**src/rtl/pee_pkg.sv**
```systemverilog
// -----------------------------------------------------------------------------
// pee_pkg
//   Shared definitions for the PEE symbolic-execution responder:
//   - FSM state encoding (also exported on the responder's dbg_state port)
//   - SOL_* completion status codes reported on sol_status
//   - field slices of symbolic_vars ({var_count, domain_bits})
//   - the all-ones "no solution" assignment value
//   - space_size(): size of the packed assignment space for a bit width
// -----------------------------------------------------------------------------
package pee_pkg;

  typedef enum logic [2:0] {
    S_IDLE      = 3'd0,
    S_SETUP     = 3'd1,
    S_ISSUE     = 3'd2,
    S_WAIT_EVAL = 3'd3,
    S_RESP      = 3'd4
  } sym_state_e;

  localparam logic [2:0] SOL_SAT     = 3'd0;
  localparam logic [2:0] SOL_UNSAT   = 3'd1;
  localparam logic [2:0] SOL_BUDGET  = 3'd2;
  localparam logic [2:0] SOL_RANGE   = 3'd3;
  localparam logic [2:0] SOL_EVAL_TO = 3'd4;

  localparam int SYMV_VARS_HI = 31;
  localparam int SYMV_VARS_LO = 16;
  localparam int SYMV_DOM_HI  = 15;
  localparam int SYMV_DOM_LO  = 0;

  localparam logic [31:0] NO_SOLUTION = 32'hFFFF_FFFF;

  // 2^nbits at 33 bits so a full 32-bit space is representable.
  // Widths above 32 return 0; callers reject those before using the result.
  function automatic logic [32:0] space_size(input logic [31:0] nbits);
    if (nbits > 32'd32) begin
      return 33'd0;
    end
    return 33'd1 << nbits[5:0];
  endfunction

endpackage

```
**src/rtl/pee_sym_enum.sv**
```systemverilog
// -----------------------------------------------------------------------------
// pee_sym_enum
//   Candidate enumerator: an ascending counter of packed assignments plus the
//   compare against the per-request candidate limit.
// Ports:
//   clk, rst_n  clock / asynchronous active-low reset
//   clear       zero the candidate and capture limit (start of a search)
//   limit       number of candidates allowed for this search (33 bits)
//   advance     step to the next candidate
//   cand        current packed candidate
//   last        cand is the final candidate allowed (cand + 1 == limit)
// -----------------------------------------------------------------------------
module pee_sym_enum (
  input  logic        clk,
  input  logic        rst_n,
  input  logic        clear,
  input  logic [32:0] limit,
  input  logic        advance,
  output logic [31:0] cand,
  output logic        last
);

  logic [32:0] limit_q;

  always_ff @(posedge clk or negedge rst_n) begin
    if (!rst_n) begin
      cand    <= 32'd0;
      limit_q <= 33'd0;
    end else if (clear) begin
      cand    <= 32'd0;
      limit_q <= limit;
    end else if (advance) begin
      cand    <= cand + 32'd1;
    end
  end

  // 33-bit compare: with a full 2^32 space the last candidate is 32'hFFFF_FFFF.
  assign last = (({1'b0, cand} + 33'd1) == limit_q);

endmodule

```
**src/rtl/pee_symbolic_responder.sv**
```systemverilog
// -----------------------------------------------------------------------------
// pee_symbolic_responder
//   Far end of the PEE symbolic-execution channel. For each request it decodes
//   symbolic_vars, enumerates packed assignments from 0 upwards, offers each to
//   an external constraint evaluator, and answers with the first satisfying
//   assignment (or 32'hFFFF_FFFF plus a failure status).
//
// Handshakes:
//   symbolic_req is a one-cycle pulse, honoured only in IDLE; symbolic_ack is a
//   one-cycle pulse with symbolic_assignment/sol_status already valid in that
//   cycle. Candidate channel is valid/ready: once cand_valid is high,
//   cand_value is frozen and cand_valid stays high until the cycle cand_ready
//   is sampled high (the transfer). After each transfer exactly one verdict is
//   expected on eval_valid/eval_sat within EVAL_TIMEOUT cycles; eval_valid is
//   ignored at all other times.
//
// Ports:
//   clk, rst_n            clock / asynchronous active-low reset
//   symbolic_req/_vars    request pulse and {var_count, domain_bits}
//   symbolic_ack          response pulse
//   symbolic_assignment   result, held until the next response
//   cand_valid/_value     candidate to evaluator; cand_ready accepts it
//   eval_valid/eval_sat   evaluator verdict strobe and result
//   sol_status            SOL_* code of the last completed request
//   sol_busy              FSM not in IDLE
//   sol_tries             candidates transferred for current/last request
//   sol_stats             {solved_count, failed_count}, wrapping
//   req_dropped           requests seen while busy, saturating
//   dbg_state             current FSM state
// -----------------------------------------------------------------------------
module pee_symbolic_responder
  import pee_pkg::*;
#(
  parameter logic [31:0] MAX_TRIES    = 32'h4000,
  parameter int          EVAL_TIMEOUT = 16
) (
  input  logic        clk,
  input  logic        rst_n,
  input  logic        symbolic_req,
  input  logic [31:0] symbolic_vars,
  output logic        symbolic_ack,
  output logic [31:0] symbolic_assignment,
  output logic        cand_valid,
  output logic [31:0] cand_value,
  input  logic        cand_ready,
  input  logic        eval_valid,
  input  logic        eval_sat,
  output logic [2:0]  sol_status,
  output logic        sol_busy,
  output logic [31:0] sol_tries,
  output logic [31:0] sol_stats,
  output logic [15:0] req_dropped,
  output sym_state_e  dbg_state
);

  localparam logic [15:0] TO_LAST     = 16'(EVAL_TIMEOUT - 1);
  localparam logic [32:0] MAX_TRIES_W = {1'b0, MAX_TRIES};

  sym_state_e  state_q, state_d;
  logic [31:0] vars_q;
  logic [15:0] to_cnt_q;
  logic        exhaustive_q;
  logic [15:0] solved_q, failed_q;

  // Request decode, evaluated from the latched vars during SETUP.
  logic [15:0] var_count, domain_bits;
  logic [31:0] nbits;
  logic [32:0] space, limit;

  assign var_count   = vars_q[SYMV_VARS_HI:SYMV_VARS_LO];
  assign domain_bits = vars_q[SYMV_DOM_HI:SYMV_DOM_LO];
  assign nbits       = {16'd0, var_count} * {16'd0, domain_bits};
  assign space       = space_size(nbits);
  assign limit       = (space > MAX_TRIES_W) ? MAX_TRIES_W : space;

  // Enumerator
  logic        enum_clear, enum_adv;
  logic [31:0] cand;
  logic        cand_last;

  pee_sym_enum u_enum (
    .clk     (clk),
    .rst_n   (rst_n),
    .clear   (enum_clear),
    .limit   (limit),
    .advance (enum_adv),
    .cand    (cand),
    .last    (cand_last)
  );

  // Next-state / control
  logic        accept, handshake, finish;
  logic [31:0] result_d;
  logic [2:0]  status_d;

  always_comb begin
    state_d    = state_q;
    enum_clear = 1'b0;
    enum_adv   = 1'b0;
    accept     = 1'b0;
    handshake  = 1'b0;
    finish     = 1'b0;
    result_d   = 32'd0;
    status_d   = SOL_SAT;
    unique case (state_q)
      S_IDLE: begin
        if (symbolic_req) begin
          accept  = 1'b1;
          state_d = S_SETUP;
        end
      end
      S_SETUP: begin
        if (var_count == 16'd0 || domain_bits == 16'd0) begin
          finish   = 1'b1;
          result_d = 32'd0;
          status_d = SOL_SAT;
          state_d  = S_RESP;
        end else if (nbits > 32'd32) begin
          finish   = 1'b1;
          result_d = NO_SOLUTION;
          status_d = SOL_RANGE;
          state_d  = S_RESP;
        end else begin
          enum_clear = 1'b1;
          state_d    = S_ISSUE;
        end
      end
      S_ISSUE: begin
        if (cand_ready) begin
          handshake = 1'b1;
          state_d   = S_WAIT_EVAL;
        end
      end
      S_WAIT_EVAL: begin
        // A verdict in the final timeout cycle takes priority over the timeout.
        if (eval_valid) begin
          if (eval_sat) begin
            finish   = 1'b1;
            result_d = cand;
            status_d = SOL_SAT;
            state_d  = S_RESP;
          end else if (cand_last) begin
            finish   = 1'b1;
            result_d = NO_SOLUTION;
            status_d = exhaustive_q ? SOL_UNSAT : SOL_BUDGET;
            state_d  = S_RESP;
          end else begin
            enum_adv = 1'b1;
            state_d  = S_ISSUE;
          end
        end else if (to_cnt_q == TO_LAST) begin
          finish   = 1'b1;
          result_d = NO_SOLUTION;
          status_d = SOL_EVAL_TO;
          state_d  = S_RESP;
        end
      end
      S_RESP: begin
        state_d = S_IDLE;
      end
      default: begin
        state_d = S_IDLE;
      end
    endcase
  end

  always_ff @(posedge clk or negedge rst_n) begin
    if (!rst_n) begin
      state_q <= S_IDLE;
    end else begin
      state_q <= state_d;
    end
  end

  // Datapath, statistics and result registers
  always_ff @(posedge clk or negedge rst_n) begin
    if (!rst_n) begin
      vars_q              <= 32'd0;
      to_cnt_q            <= 16'd0;
      exhaustive_q        <= 1'b0;
      symbolic_assignment <= 32'd0;
      sol_status          <= SOL_SAT;
      sol_tries           <= 32'd0;
      solved_q            <= 16'd0;
      failed_q            <= 16'd0;
      req_dropped         <= 16'd0;
    end else begin
      if (accept) begin
        vars_q    <= symbolic_vars;
        sol_tries <= 32'd0;
      end
      // A budget-limited search ends in BUDGET rather than UNSAT.
      if (enum_clear) begin
        exhaustive_q <= (space <= MAX_TRIES_W);
      end
      if (handshake) begin
        sol_tries <= sol_tries + 32'd1;
        to_cnt_q  <= 16'd0;
      end else if (state_q == S_WAIT_EVAL) begin
        to_cnt_q  <= to_cnt_q + 16'd1;
      end
      // Result is written on entry to RESP so it is valid alongside the ack.
      if (finish) begin
        symbolic_assignment <= result_d;
        sol_status          <= status_d;
      end
      if (state_q == S_RESP) begin
        if (sol_status == SOL_SAT) begin
          solved_q <= solved_q + 16'd1;
        end else begin
          failed_q <= failed_q + 16'd1;
        end
      end
      if (symbolic_req && state_q != S_IDLE && req_dropped != 16'hFFFF) begin
        req_dropped <= req_dropped + 16'd1;
      end
    end
  end

  assign symbolic_ack = (state_q == S_RESP);
  assign cand_valid   = (state_q == S_ISSUE);
  assign cand_value   = cand;
  assign sol_busy     = (state_q != S_IDLE);
  assign sol_stats    = {solved_q, failed_q};
  assign dbg_state    = state_q;

endmodule

```
**config.mk**
```make
export PLATFORM = sky130hd
export DESIGN_NAME = pee_symbolic_responder
export DESIGN_NICKNAME = d
export VERILOG_FILES = /design/src/rtl/pee_pkg.sv /design/src/rtl/pee_sym_enum.sv /design/src/rtl/pee_symbolic_responder.sv
export SDC_FILE = /design/constraint.sdc
export NUM_CORES = 1
export LEC_CHECK = 0
export CORE_ASPECT_RATIO = 1.4
export CORE_MARGIN = 2
export CORE_UTILIZATION = 30
export DETAILED_ROUTE_END_ITERATION = 7
export GPL_TIMING_DRIVEN = 0
export PLACE_DENSITY = 0.47
export SKIP_CTS_REPAIR_TIMING = 1
export SLEW_MARGIN = 0
export SYNTH_ARGS = -nofsm -noshare
export SYNTH_HDL_FRONTEND = slang
export SYNTH_SLANG_ARGS = --single-unit
```
**constraint.sdc**
```tcl
create_clock -name clk -period 7.95 [get_ports clk]
set_input_delay 2.385 -clock clk [delete_from_list [all_inputs] [get_ports clk]]
set_output_delay 2.385 -clock clk [all_outputs]
set_load 0.01 [all_outputs]
```
==> flow_summary.yaml <==
status:
  outcome: "completed"
setup_path:
  cp_cell_sequence: "clkbuf_4 -> and2_1 -> fa_1 -> inv_1 -> fa_1 -> inv_1 -> fa_1 -> fa_1 -> fa_1 -> inv_1 -> fa_1 -> inv_1 -> ha_2 -> a21oi_4 -> o21ai_1 -> a21oi_2 -> o221ai_1 -> a2111o_1 -> nor4_2 -> nand4_1 -> nor4_4 -> buf_6 -> buf_4 -> mux2_2"
  start_kind: "register"
  timing.rr.end: "u_enum.limit_q[10]"
  cp_max_fo: 10
  required_ns: 8.39
  critPathBufInv: 7
  cp_slowest_cell: "fa_1"
  slowest_delay_ns: 0.59
  cp_common_cell: "fa_1"
  end_kind: "register"
  arrival_ns: 8.13
  cp_top_family: "adder cells"
  ff2ff_path_depth: 24
  critPathKind: "reg2reg"
  r2r_slack_ns: 0.26
  regToRegStartpoint: "vars_q[5]"
timing:
  finalSetupViolCount: 0
  timing_hold_violations_final: 0
  clock.fmax_ghz: 0.130
  worstMarginPinSlew_ns: 0.832
  maxSlewHeadroom: 0.445
  maxSlewViolCount: 0
  fin_crit_ns: 7.69
  timing.final.crit_share: 0.967
  fin_skew_ns: 0.0231
detailed_routing:
  avgRoutedWirePerCell_um: 20.5
  ant_nets: 0
  drt-vias-per-instance: 5.11
  drt_iter0_drc: 731
  vias: 16900
  drc: 0
  drt_pass1_iterations: 5
  routed_wl_um: 67800
cts:
  cts-root-buf: "clkbuf_16"
  cts_buffers: 26
  cts.sinks: 232
  cts_tree: "done"
  htreeDepth: 1
  path_clk_slew_ns: 0.06
  clockBufferDepth: 3
  clkLatencyLatePin_ns: 0.56
synth:
  ys_seq_elements: 232
  synth.top_cells.by_area: "dfrtp_1 (28%), fa_1 (19%), ha_1 (6.7%)"
  postSynthAreaPerCell_sq_um: 9.34
  netlist_instances: 2185
  synth.top_cell.area_share: 0.284
  syn_nets: 2527
  ys.flop_type: "dfrtp_1"
  synth_warnings: 0
  syn_area_sq_mm: 0.0204
  yosysMostFrequentCell: "nand2_1"
  yosysTopAreaCell: "dfrtp_1"
  synth-edff-count: 0
  synth_top_cells_by_count: "nand2_1 (255), inv_1 (251), dfrtp_1 (232), fa_1 (194), and2_1 (126)"
  async_flop_share: 1.00
  ys_seq_area_frac: 0.284
  yosysUniqueCellTypes: 73
place:
  gp_congestion: 0.878
  port_buffers: 190
  placed_cells: 3239
  hpwl_um: 53200
global_route:
  grt.overflow.total: 0
  antenna_found_initial: 5
  grt_pass1_wl_um: 107000
  grt_pass1_vias: 17800
  grt_usage: 0.197
  grt_max_degree: 115
min_path:
  min_from: "solved_q[15]"
  worst_hold_path.num_cells: 1
  hold_class: "reg2reg"
  holdPathEnd: "solved_q[15]"
die:
  core_area_sq_mm: 0.0676
  io_pins: 191
  die_w_um: 224
  initial_core_util: 0.302
  die_area_sq_mm: 0.0702
  die_h_um: 313
  rows: 113
run:
  drv_cap: 0
finish:
  final_net_count: 2762
  n_antenna_cell: 0
  area_delta_synth_final_pct: 21.9
  fin_cells: 3302
  drive_above_1_share: 0.110
==> flip-flops by register name (all words and copies together) (netlist names) <==
signal	flops
dbg_state	3
exhaustive_q	1
failed_q	16
req_dropped	16
sol_status	3
sol_tries	32
solved_q	16
symbolic_assignment	32
to_cnt_q	16
u_enum.cand	32
u_enum.limit_q	33
vars_q	32
==> per-layer routing <==
metal,up-vias,wire length [um],share of wire,GRT usage
met2,450,35700,0.53,0.362
met4,10,1940,0.029,0.0566
met5,-,51,0.00075,0
met3,116,3320,0.049,0.0313
li1,7790,-,-,-
met1,8507,26800,0.40,0.236
==> kinds of logic after synthesis <==
family	count (synthesis)	synth area share
AOI/OAI and AO/OA	325	0.109
xor gates and xnor gates	94	0.0403
adders and majority gates	304	0.258
buffers and inverters	368	0.0712
DFF	232	0.284
muxes	63	0.0339
and+or+nand+nor	799	0.204
==> final cells by class <==
class	instances	area [sq um]
Buffer	98	552
Sequential cell	232	5850
Fill cell	6907	42700
Multi-Input combinational cell	1585	13300
Tap cell	862	1080
Clock inverter	15	219
Timing Repair Buffer	226	2230
Clock buffer	33	737
Inverter	251	942
==> cells in the final DEF, fill, tap and decap left out, types with 9 or more instances in the layout <==
cell type,synthesis,layout
nor3_1,50,50
nand3_1,74,74
ha_1,110,101
mux2_2,50,50
and2_1,126,126
inv_1,251,251
clkbuf_16,0,26
clkbuf_1,92,38
fa_1,194,194
nand2_1,255,255
o31ai_1,9,9
a21oi_1,54,46
clkbuf_2,1,10
dfrtp_1,232,201
or3_1,13,13
dfrtp_2,0,29
nor2_1,68,67
a31oi_1,10,10
clkdlybuf4s50_1,0,189
a21o_1,10,10
xnor2_1,57,57
nor2b_1,35,35
o21a_1,41,41
mux2i_1,13,13
xor2_1,37,37
and3_1,53,53
nor4_1,19,17
nand4_1,46,46
nand2b_1,15,15
buf_2,12,14
clkbuf_4,0,14
buf_4,3,46
o21ai_0,81,76
a211o_1,61,61
==> how the worst max path moves through the flow <==
stage,depth (start not counted),slack (ns),from,to
after floorplan,24,0.59,vars_q[3],u_enum.limit_q[10]
after CTS,26,-1.90,vars_q[24],u_enum.limit_q[14]
after global routing,25,-0.004,vars_q[5],u_enum.cand[15]
final,24,0.26,vars_q[5],u_enum.limit_q[10]
after detailed placement,26,-1.84,vars_q[23],u_enum.limit_q[14]
after global placement,1,-6.17,rst_n,vars_q[29]
==> stage by stage <==
step | util | setup WS (ns) | hold slack [ns] | area [sq um] | setup TNS, ns
2_1_floorplan | - | 0.585 | 0.458 | 20400 | 0
3_3_place_gp | 0.346 | -6.17 | 0.462 | 23400 | -1547.88
3_5_place_dp | 0.347 | -1.84 | 0.465 | 23500 | -118.09
4_1_cts | 0.361 | -1.90 | 0.478 | 24400 | -126.52
5_1_grt | 0.368 | -0.00420 | 0.484 | 24900 | -0.00420
6_report | 0.368 | 0.260 | 0.474 | 24900 | 0
Power is not shown: default switching activity piles up to over one toggle a cycle in this logic, so the estimate is an artifact.
